<file path="src/rtl/mc_pkg.sv">
// Shared types and constants for the multicycle control FSM.
// State encoding, RV32I major opcodes, datapath mux encodings and the
// one-hot instruction class produced by mc_opcode_decode.
package mc_pkg;

  // Controller states. 6 and 7 are unused and recover to ST_TRAP.
  typedef enum logic [2:0] {
    ST_FETCH     = 3'd0,
    ST_DECODE    = 3'd1,
    ST_EXECUTE   = 3'd2,
    ST_MEMORY    = 3'd3,
    ST_WRITEBACK = 3'd4,
    ST_TRAP      = 3'd5
  } state_e;

  // RV32I major opcodes (instr[6:0])
  localparam logic [6:0] OPC_LOAD   = 7'b0000011;
  localparam logic [6:0] OPC_STORE  = 7'b0100011;
  localparam logic [6:0] OPC_OP     = 7'b0110011;
  localparam logic [6:0] OPC_OP_IMM = 7'b0010011;
  localparam logic [6:0] OPC_LUI    = 7'b0110111;
  localparam logic [6:0] OPC_AUIPC  = 7'b0010111;
  localparam logic [6:0] OPC_JAL    = 7'b1101111;
  localparam logic [6:0] OPC_JALR   = 7'b1100111;
  localparam logic [6:0] OPC_BRANCH = 7'b1100011;
  localparam logic [6:0] OPC_FENCE  = 7'b0001111;
  localparam logic [6:0] OPC_SYSTEM = 7'b1110011;

  // Next-PC source select
  localparam logic [1:0] PC_SRC_PLUS4 = 2'b00;
  localparam logic [1:0] PC_SRC_IMM   = 2'b01;
  localparam logic [1:0] PC_SRC_ALU   = 2'b10;

  // Register-file write-back source select
  localparam logic [1:0] WB_SEL_ALU = 2'b00;
  localparam logic [1:0] WB_SEL_MDR = 2'b01;
  localparam logic [1:0] WB_SEL_PC4 = 2'b10;

  // One-hot instruction class; exactly one bit is set for any opcode.
  typedef struct packed {
    logic alu;
    logic load;
    logic store;
    logic branch;
    logic jal;
    logic jalr;
    logic nop;
    logic illegal;
  } op_class_t;

endpackage

</file>
<file path="src/rtl/mc_opcode_decode.sv">
// Combinational opcode classifier: maps instr[6:0] to a one-hot class.
// FENCE and SYSTEM are executed as NOPs; anything unrecognised is illegal.
module mc_opcode_decode
  import mc_pkg::*;
(
  input  logic [6:0] opcode,
  output op_class_t  cls
);

  // Classify the major opcode; default to illegal
  always_comb begin
    cls = '0;
    case (opcode)
      OPC_LOAD:                                    cls.load    = 1'b1;
      OPC_STORE:                                   cls.store   = 1'b1;
      OPC_OP, OPC_OP_IMM, OPC_LUI, OPC_AUIPC:      cls.alu     = 1'b1;
      OPC_JAL:                                     cls.jal     = 1'b1;
      OPC_JALR:                                    cls.jalr    = 1'b1;
      OPC_BRANCH:                                  cls.branch  = 1'b1;
      OPC_FENCE, OPC_SYSTEM:                       cls.nop     = 1'b1;
      default:                                     cls.illegal = 1'b1;
    endcase
  end

endmodule

</file>
<file path="src/rtl/multicycle_ctrl.sv">
// Main control FSM of the multicycle femtoRV32 core.
// Sequences FETCH -> DECODE -> EXECUTE -> [MEMORY] -> [WRITEBACK] over a
// single-ported memory and drives the datapath strobes and mux selects.
//
// Memory handshake: mem_req is held high with a stable address select and
// mem_we until a cycle in which mem_ready=1; that cycle completes the access.
// mem_ready is ignored whenever mem_req=0.
//
// Optional macro MC_PERF_CNT_EN adds cycle and retired-instruction counters
// (CNT_W bits, wrapping, frozen in TRAP); without it both outputs are 0.
module multicycle_ctrl
  import mc_pkg::*;
#(
  parameter int CNT_W = 32
) (
  input  logic             clk,
  input  logic             rst,
  input  logic [6:0]       opcode,
  input  logic             branch_taken,
  input  logic             mem_ready,
  output logic             mem_req,
  output logic             mem_addr_sel,
  output logic             mem_we,
  output logic             ir_we,
  output logic             mdr_we,
  output logic             pc_we,
  output logic [1:0]       pc_src,
  output logic             reg_we,
  output logic [1:0]       wb_sel,
  output logic             instret,
  output logic             illegal,
  output logic [2:0]       state_o,
  output logic [CNT_W-1:0] cycle_cnt,
  output logic [CNT_W-1:0] instret_cnt
);

  state_e    state_q;
  state_e    state_d;
  op_class_t cls;
  logic      illegal_q;

  // Un-gated strobes from the decode process
  logic       mem_req_c;
  logic       mem_addr_sel_c;
  logic       mem_we_c;
  logic       ir_we_c;
  logic       mdr_we_c;
  logic       pc_we_c;
  logic [1:0] pc_src_c;
  logic       reg_we_c;
  logic [1:0] wb_sel_c;
  logic       instret_c;

  mc_opcode_decode u_decode (
    .opcode (opcode),
    .cls    (cls)
  );

  // State register
  always_ff @(posedge clk or posedge rst) begin
    if (rst) state_q <= ST_FETCH;
    else     state_q <= state_d;
  end

  // Next-state and Moore/qualified output decode
  always_comb begin
    state_d        = state_q;
    mem_req_c      = 1'b0;
    mem_addr_sel_c = 1'b0;
    mem_we_c       = 1'b0;
    ir_we_c        = 1'b0;
    mdr_we_c       = 1'b0;
    pc_we_c        = 1'b0;
    pc_src_c       = PC_SRC_PLUS4;
    reg_we_c       = 1'b0;
    wb_sel_c       = WB_SEL_ALU;
    instret_c      = 1'b0;
    case (state_q)
      ST_FETCH: begin
        mem_req_c = 1'b1;
        if (mem_ready) begin
          ir_we_c = 1'b1;
          state_d = ST_DECODE;
        end
      end
      ST_DECODE: begin
        state_d = cls.illegal ? ST_TRAP : ST_EXECUTE;
      end
      ST_EXECUTE: begin
        if (cls.branch) begin
          pc_we_c   = 1'b1;
          pc_src_c  = branch_taken ? PC_SRC_IMM : PC_SRC_PLUS4;
          instret_c = 1'b1;
          state_d   = ST_FETCH;
        end else if (cls.nop) begin
          pc_we_c   = 1'b1;
          instret_c = 1'b1;
          state_d   = ST_FETCH;
        end else if (cls.load || cls.store) begin
          state_d = ST_MEMORY;
        end else if (cls.illegal) begin
          // IR cannot change after DECODE; kept only as a safe fallback
          state_d = ST_TRAP;
        end else begin
          state_d = ST_WRITEBACK;
        end
      end
      ST_MEMORY: begin
        mem_req_c      = 1'b1;
        mem_addr_sel_c = 1'b1;
        mem_we_c       = cls.store;
        if (mem_ready) begin
          if (cls.load) begin
            mdr_we_c = 1'b1;
            state_d  = ST_WRITEBACK;
          end else begin
            pc_we_c   = 1'b1;
            instret_c = 1'b1;
            state_d   = ST_FETCH;
          end
        end
      end
      ST_WRITEBACK: begin
        reg_we_c  = 1'b1;
        pc_we_c   = 1'b1;
        instret_c = 1'b1;
        state_d   = ST_FETCH;
        if (cls.load)                 wb_sel_c = WB_SEL_MDR;
        else if (cls.jal || cls.jalr) wb_sel_c = WB_SEL_PC4;
        if (cls.jal)       pc_src_c = PC_SRC_IMM;
        else if (cls.jalr) pc_src_c = PC_SRC_ALU;
      end
      ST_TRAP: begin
        state_d = ST_TRAP;
      end
      default: begin
        state_d = ST_TRAP;
      end
    endcase
  end

  // Sticky illegal flag, set together with the entry into TRAP
  always_ff @(posedge clk or posedge rst) begin
    if (rst)                    illegal_q <= 1'b0;
    else if (state_d == ST_TRAP) illegal_q <= 1'b1;
  end

  // Strobes are forced low while reset is held so an aborted access never writes
  assign mem_req      = mem_req_c & ~rst;
  assign mem_addr_sel = mem_addr_sel_c & ~rst;
  assign mem_we       = mem_we_c & ~rst;
  assign ir_we        = ir_we_c & ~rst;
  assign mdr_we       = mdr_we_c & ~rst;
  assign pc_we        = pc_we_c & ~rst;
  assign pc_src       = rst ? PC_SRC_PLUS4 : pc_src_c;
  assign reg_we       = reg_we_c & ~rst;
  assign wb_sel       = rst ? WB_SEL_ALU : wb_sel_c;
  assign instret      = instret_c & ~rst;
  assign illegal      = illegal_q;
  assign state_o      = state_q;

`ifdef MC_PERF_CNT_EN
  logic [CNT_W-1:0] cycle_cnt_q;
  logic [CNT_W-1:0] instret_cnt_q;

  // Performance counters: free-running modulo 2^CNT_W, frozen in TRAP
  always_ff @(posedge clk or posedge rst) begin
    if (rst) begin
      cycle_cnt_q   <= '0;
      instret_cnt_q <= '0;
    end else if (state_q != ST_TRAP) begin
      cycle_cnt_q <= cycle_cnt_q + CNT_W'(1);
      if (instret_c) instret_cnt_q <= instret_cnt_q + CNT_W'(1);
    end
  end

  assign cycle_cnt   = cycle_cnt_q;
  assign instret_cnt = instret_cnt_q;
`else
  assign cycle_cnt   = '0;
  assign instret_cnt = '0;
`endif

endmodule

</file>
<file path="config.mk">
export PLATFORM = sky130hd
export DESIGN_NAME = multicycle_ctrl
export DESIGN_NICKNAME = d
export VERILOG_FILES = /design/src/rtl/mc_pkg.sv /design/src/rtl/mc_opcode_decode.sv /design/src/rtl/multicycle_ctrl.sv
export SDC_FILE = /design/constraint.sdc
export NUM_CORES = 1
export LEC_CHECK = 0
export ABC_AREA = 1
export ABC_CLOCK_PERIOD_IN_PS = 3200
export CAP_MARGIN = 40
export CORE_MARGIN = 2
export CORE_UTILIZATION = 35
export CTS_CLUSTER_DIAMETER = 80
export DETAILED_ROUTE_END_ITERATION = 6
export PLACE_DENSITY = 0.87
export SYNTH_ARGS = -nofsm -noshare
export SYNTH_HDL_FRONTEND = slang
export SYNTH_SLANG_ARGS = --single-unit
</file>
<file path="constraint.sdc">
create_clock -name clk -period 3.2 [get_ports clk]
set_input_delay 0.64 -clock clk [delete_from_list [all_inputs] [get_ports clk]]
set_output_delay 0.64 -clock clk [all_outputs]
set_load 0.02 [all_outputs]
</file>
Word-level counts from Yosys, hierarchy flattened. Index checks and enable logic that the tools add are counted.

Equal/unequal tests: 16. Muxes and demuxes: 39. Bitwise gates (word level): 8. Reduce and logical (&&, ||, !) cells: 6.

Operators by type and width (count): == test 7 bit, second input constant (4); 2-to-1 mux 1 bit (22); == test 7 x 6 -> 1 bit, second input constant (3); 2-to-1 mux 3 bit (7); case mux 3 bit (5 select lines) (1); == test 7 x 5 -> 1 bit, second input constant (2); 2-to-1 mux 2 bit (7); OR reduction 11 bit (1); bitwise AND 1 bit (7); == test 7 x 2 -> 1 bit, second input constant (1); == test 7 x 4 -> 1 bit, second input constant (1); == test 3 x 2 -> 1 bit, second input constant (2); == test 3 bit, second input constant (2); case mux 2 bit (2 select lines) (1); OR reduction 2 bit (2); == test 3 x 1 -> 1 bit, second input constant (1); zero test 3 bit (1); case mux 1 bit (3 select lines) (1); logical OR 1 bit (2); NOT 1 bit (1).

Register bits: 4. Input bits: 11. Output and inout bits: 80. Word-level logic and storage cells: 71.

Depth between registers and ports, before layout.
Depth in word-level cells: 8. Depth in mapped cells: 11. Depth with buffers taken out: 11.

Hierarchy. A second synthesis with hierarchy kept.

Cells, all modules: 172. Area, all modules: 1067.3 µm².

By module, submodules not included: multicycle_ctrl (times used 1, cells an instance 128, area an instance 872.1 µm², sequential area each 100.1 µm²); mc_opcode_decode (times used 1, cells an instance 44, area an instance 195.2 µm², sequential area each 0.0 µm²).

Worst setup path after synthesis. OpenSTA, ideal clock, no wires.

Path kind: input to output. Start: in rst. End: out wb_sel[1]. Arrival time: 1801 ps. Required time: 2560 ps. Setup slack: 759 ps. Stages: 4. Buffers on the path: 1. Cells stage by stage: clkbuf_1 -> nor2_1 -> inv_1 -> nor3_1.

Longest elaborated chain between the ends: 1.

Ends and longest elaborated chain: start: declaration (line multicycle_ctrl.sv:17) `input logic rst,`; 2-to-1 mux 2 bit (line multicycle_ctrl.sv:157) `assign wb_sel = rst ? WB_SEL_ALU : wb_sel_c;`; end: declaration (line multicycle_ctrl.sv:29) `output logic [1:0] wb_sel,`.

No other way between the ends.

Final worst setup path.
Start: in opcode[1]. End: out mdr_we.

Longest elaborated chain between the ends: 6.

Ends and longest elaborated chain: start: declaration (line multicycle_ctrl.sv:18) `input logic [6:0] opcode,`; == test 7 x 2 -> 1 bit (line mc_opcode_decode.sv:13) `case (opcode)`; 2-to-1 mux 1 bit (line mc_opcode_decode.sv:13); 2-to-1 mux 1 bit (line multicycle_ctrl.sv:113) `if (cls.load) begin`; 2-to-1 mux 1 bit (line multicycle_ctrl.sv:112) `if (mem_ready) begin`; 2-to-1 mux 1 bit (line multicycle_ctrl.sv:78) `case (state_q)`; bitwise AND 1 bit (line multicycle_ctrl.sv:153) `assign mdr_we = mdr_we_c & ~rst;`; end: declaration (line multicycle_ctrl.sv:25) `output logic mdr_we,`.

No other way between the ends.

==> results_dict.tcl <==
set metrics [dict create \
    largest_net_degree_at_the_start_of_global_routing 8 \
    avgRoutedWirePerCell_um 7.72 \
    number_of_global_route_vias_before_repair 688 \
    ir_worst_vdd_v 0.000119 \
    die_area_sq_um 3560 \
    number_of_detailed_route_iterations_in_the_first_pass 4 \
    setup_ws_ps 192 \
    first_iter_violations 30 \
    netlist_top_cells_area "sky130_fd_sc_hd__buf_4 (45%), sky130_fd_sc_hd__dfrtp_1 (9.2%), sky130_fd_sc_hd__nand2_1 (5.2%)" \
    postPlaceCellArea_sq_um 1140 \
    placementRows 20 \
    yosys_warnings 0 \
    clock.fmax_mhz 332 \
    placement.io_buffers 26 \
    criticalPathCategory "input port to primary output" \
    antenna_cells 0 \
    end_kind "primary output" \
    cp_data_required_time_ps 2560 \
    yosysUniqueCellTypes 22 \
    hold_path_class "flip-flop to flip-flop" \
    timing_max_transition_violations_final 0 \
    antenna_violations_before_repair 0 \
    finalClockSkew_ps 1.30 \
    clk_pin_slew_ps 40 \
    global_route.overflow_total 0 \
    routabilityCongestion 0.818 \
    dieHeight_um 59.7 \
    floorplan.initialDensity 0.361 \
    cell_accounting_for_the_most_synthesized_area "sky130_fd_sc_hd__buf_4" \
    insertion_delay_ps 220 \
    design.final.nets 203 \
    postCtsSetupRepairBufs 0 \
    tritoncts "built" \
    gr-usage-all-layers 0.0981 \
    place_hpwl_um 1570 \
    critical_path.max_fanout 6 \
    grt_first_pass_wirelength_um 2750 \
    drive_gt1_frac 0.163 \
    setup_repair_after_global_routing_missed_its_margin "no" \
    timing.final.crit_period_ps 3010 \
    synth_largest_type_area_fraction 0.450 \
    floorplan.io_pins 91 \
    tns_ps 0 \
    ctsLongestPathBuffers 2 \
    avgViaCountPerCell 3.78 \
    post-route-cell-area_sq_um 1170 \
    run_status "finished clean" \
    core-area_sq_um 3000 \
    ys_ff_latch 4 \
    cts_max_level 1 \
    cap_viol_max_count 0 \
    setup_viol_count_final 0 \
    route.detailed.drc 0 \
    leakagePower_nw 0.700 \
    syn_inst_count 163 \
    finalCritPeriodShare 0.940 \
    clock_sinks 4 \
    timing.critical_path.arrival_ps 2370 \
    clockRootBuffer "sky130_fd_sc_hd__clkbuf_4" \
    fp.dieW_um 59.7 \
    cellPowerDensity_nw_per_um2 395 \
    numCtsBuffers 3 \
    pre_cts_slack_ps 62.2 \
    synthesis.area_per_instance_sq_um 6.66 \
    post_synth_instance_area_sq_um 1080 \
    area_growth_syn_to_layout_pct 7.50 \
    route.vias.total 844 \
    wirelength_um 1720 \
    report.final.hold_viol_count 0 \
    ant_nets 0 \
    worst_setup_path_start_kind "input port" \
    synth_seq_area_share 0.0923 \
]
==> sequential cells by signal, indices dropped and copies added, names as in the netlist <==
signal	flops
illegal	1
state_o	3
==> Yosys cell counts <==
cell type                  count
sky130_fd_sc_hd__nand3_1       5
sky130_fd_sc_hd__inv_2         6
sky130_fd_sc_hd__nand3_2       3
sky130_fd_sc_hd__nor2_2        3
sky130_fd_sc_hd__a21oi_1       5
sky130_fd_sc_hd__nand2_1      15
sky130_fd_sc_hd__o21ai_0       1
sky130_fd_sc_hd__dfrtp_1       4
sky130_fd_sc_hd__nand3b_1      1
sky130_fd_sc_hd__nand2_4       3
sky130_fd_sc_hd__clkbuf_1      1
sky130_fd_sc_hd__nand4_1       4
sky130_fd_sc_hd__nor4_1        1
sky130_fd_sc_hd__nor2_8        1
sky130_fd_sc_hd__buf_4        65
sky130_fd_sc_hd__nor3_1        5
sky130_fd_sc_hd__nand2_2       7
sky130_fd_sc_hd__o21ai_2       2
sky130_fd_sc_hd__nor2_1       15
sky130_fd_sc_hd__nor2_4        2
sky130_fd_sc_hd__inv_1        13
sky130_fd_sc_hd__conb_1        1
==> critical path, stage by stage <==
cell	delay, ps
sky130_fd_sc_hd__clkdlybuf4s50_1	540
sky130_fd_sc_hd__nand2_4	110
sky130_fd_sc_hd__nor2_8	160
sky130_fd_sc_hd__nand2_4	90
sky130_fd_sc_hd__nor4_1	180
sky130_fd_sc_hd__clkdlybuf4s50_1	650
==> timing repair <==
action | in CTS | in global routing
hold buffers | 0 | 0
gates resized for setup | 0 | 2
endpoints found under the setup margin | 0 | 2
==> kinds of logic after synthesis <==
family | count (synthesis) | share of synthesized area
other | 1 | 0.00346
buffers and inverters | 85 | 0.519
flip-flops | 4 | 0.0923
AND/OR/NAND/NOR | 65 | 0.341
AO/OA/AOI/OAI | 8 | 0.0438
==> layer usage <==
layer / GRT usage / part of all wire / up-vias
met5: 0 / 0 / -
met1: 0.113 / 0.38 / 359
met4: 0.0444 / 0.023 / 0
li1: - / - / 427
met3: 0.0216 / 0.099 / 4
met2: 0.171 / 0.49 / 54
==> final cells by class <==
| cell class | instances | area [sq um] |
|---|---|---|
| clock buffers | 3 | 22.5 |
| multi-input cells | 137 | 658 |
| repair buffers | 27 | 273 |
| inverters | 19 | 71.3 |
| fillers | 315 | 1840 |
| flip-flops and latches | 4 | 100 |
| well taps | 33 | 41.3 |
==> report_power, final <==
part | leakage [nW] | switching [W] | internal, W
logic | 0.640 | 0.000213 | 0.000107
registers | 0.0462 | 0.0000157 | 0.0000657
clock network | 0.0138 | 0.0000170 | 0.0000417
total | 0.700 | 0.000246 | 0.000215
==> layout by cell type, fill, tap and decap left out, types with 5 or more instances in the layout <==
master,netlist,routed
sky130_fd_sc_hd__conb_1,1,64
sky130_fd_sc_hd__clkdlybuf4s50_1,0,24
sky130_fd_sc_hd__nand2_1,15,15
sky130_fd_sc_hd__nor2_1,15,15
sky130_fd_sc_hd__inv_1,13,13
sky130_fd_sc_hd__nand2_2,7,7
sky130_fd_sc_hd__inv_2,6,6
sky130_fd_sc_hd__nor3_1,5,5
sky130_fd_sc_hd__nand3_1,5,5
sky130_fd_sc_hd__a21oi_1,5,5
==> metrics by stage <==
stage	hold slack [ps]	util	total power (W)	cells
after global routing	517	0.388	0.000509	223
after floorplan	574	-	0.000369	226
after global placement	457	0.379	0.000400	220
final	464	0.388	0.000461	223
after detailed placement	464	0.379	0.000403	220
after CTS	477	0.387	0.000464	223
==> worst paths after layout <==
kind	startpoint	endpoint	slack, ps	cells after the start
hold / removal	illegal$_DFFE_PP0N_	illegal$_DFFE_PP0N_	460	2
setup / recovery	opcode[1]	mdr_we	190	6
max in group asynchronous	rst	state_o[1]$_DFF_PP0_	2230	3
min in group asynchronous	rst	illegal$_DFFE_PP0N_	830	3
setup reg to reg	state_o[2]$_DFF_PP0_	illegal$_DFFE_PP0N_	1860	9
hold reg to reg	illegal$_DFFE_PP0N_	illegal$_DFFE_PP0N_	460	2
Power figures use the tool's default switching activity.
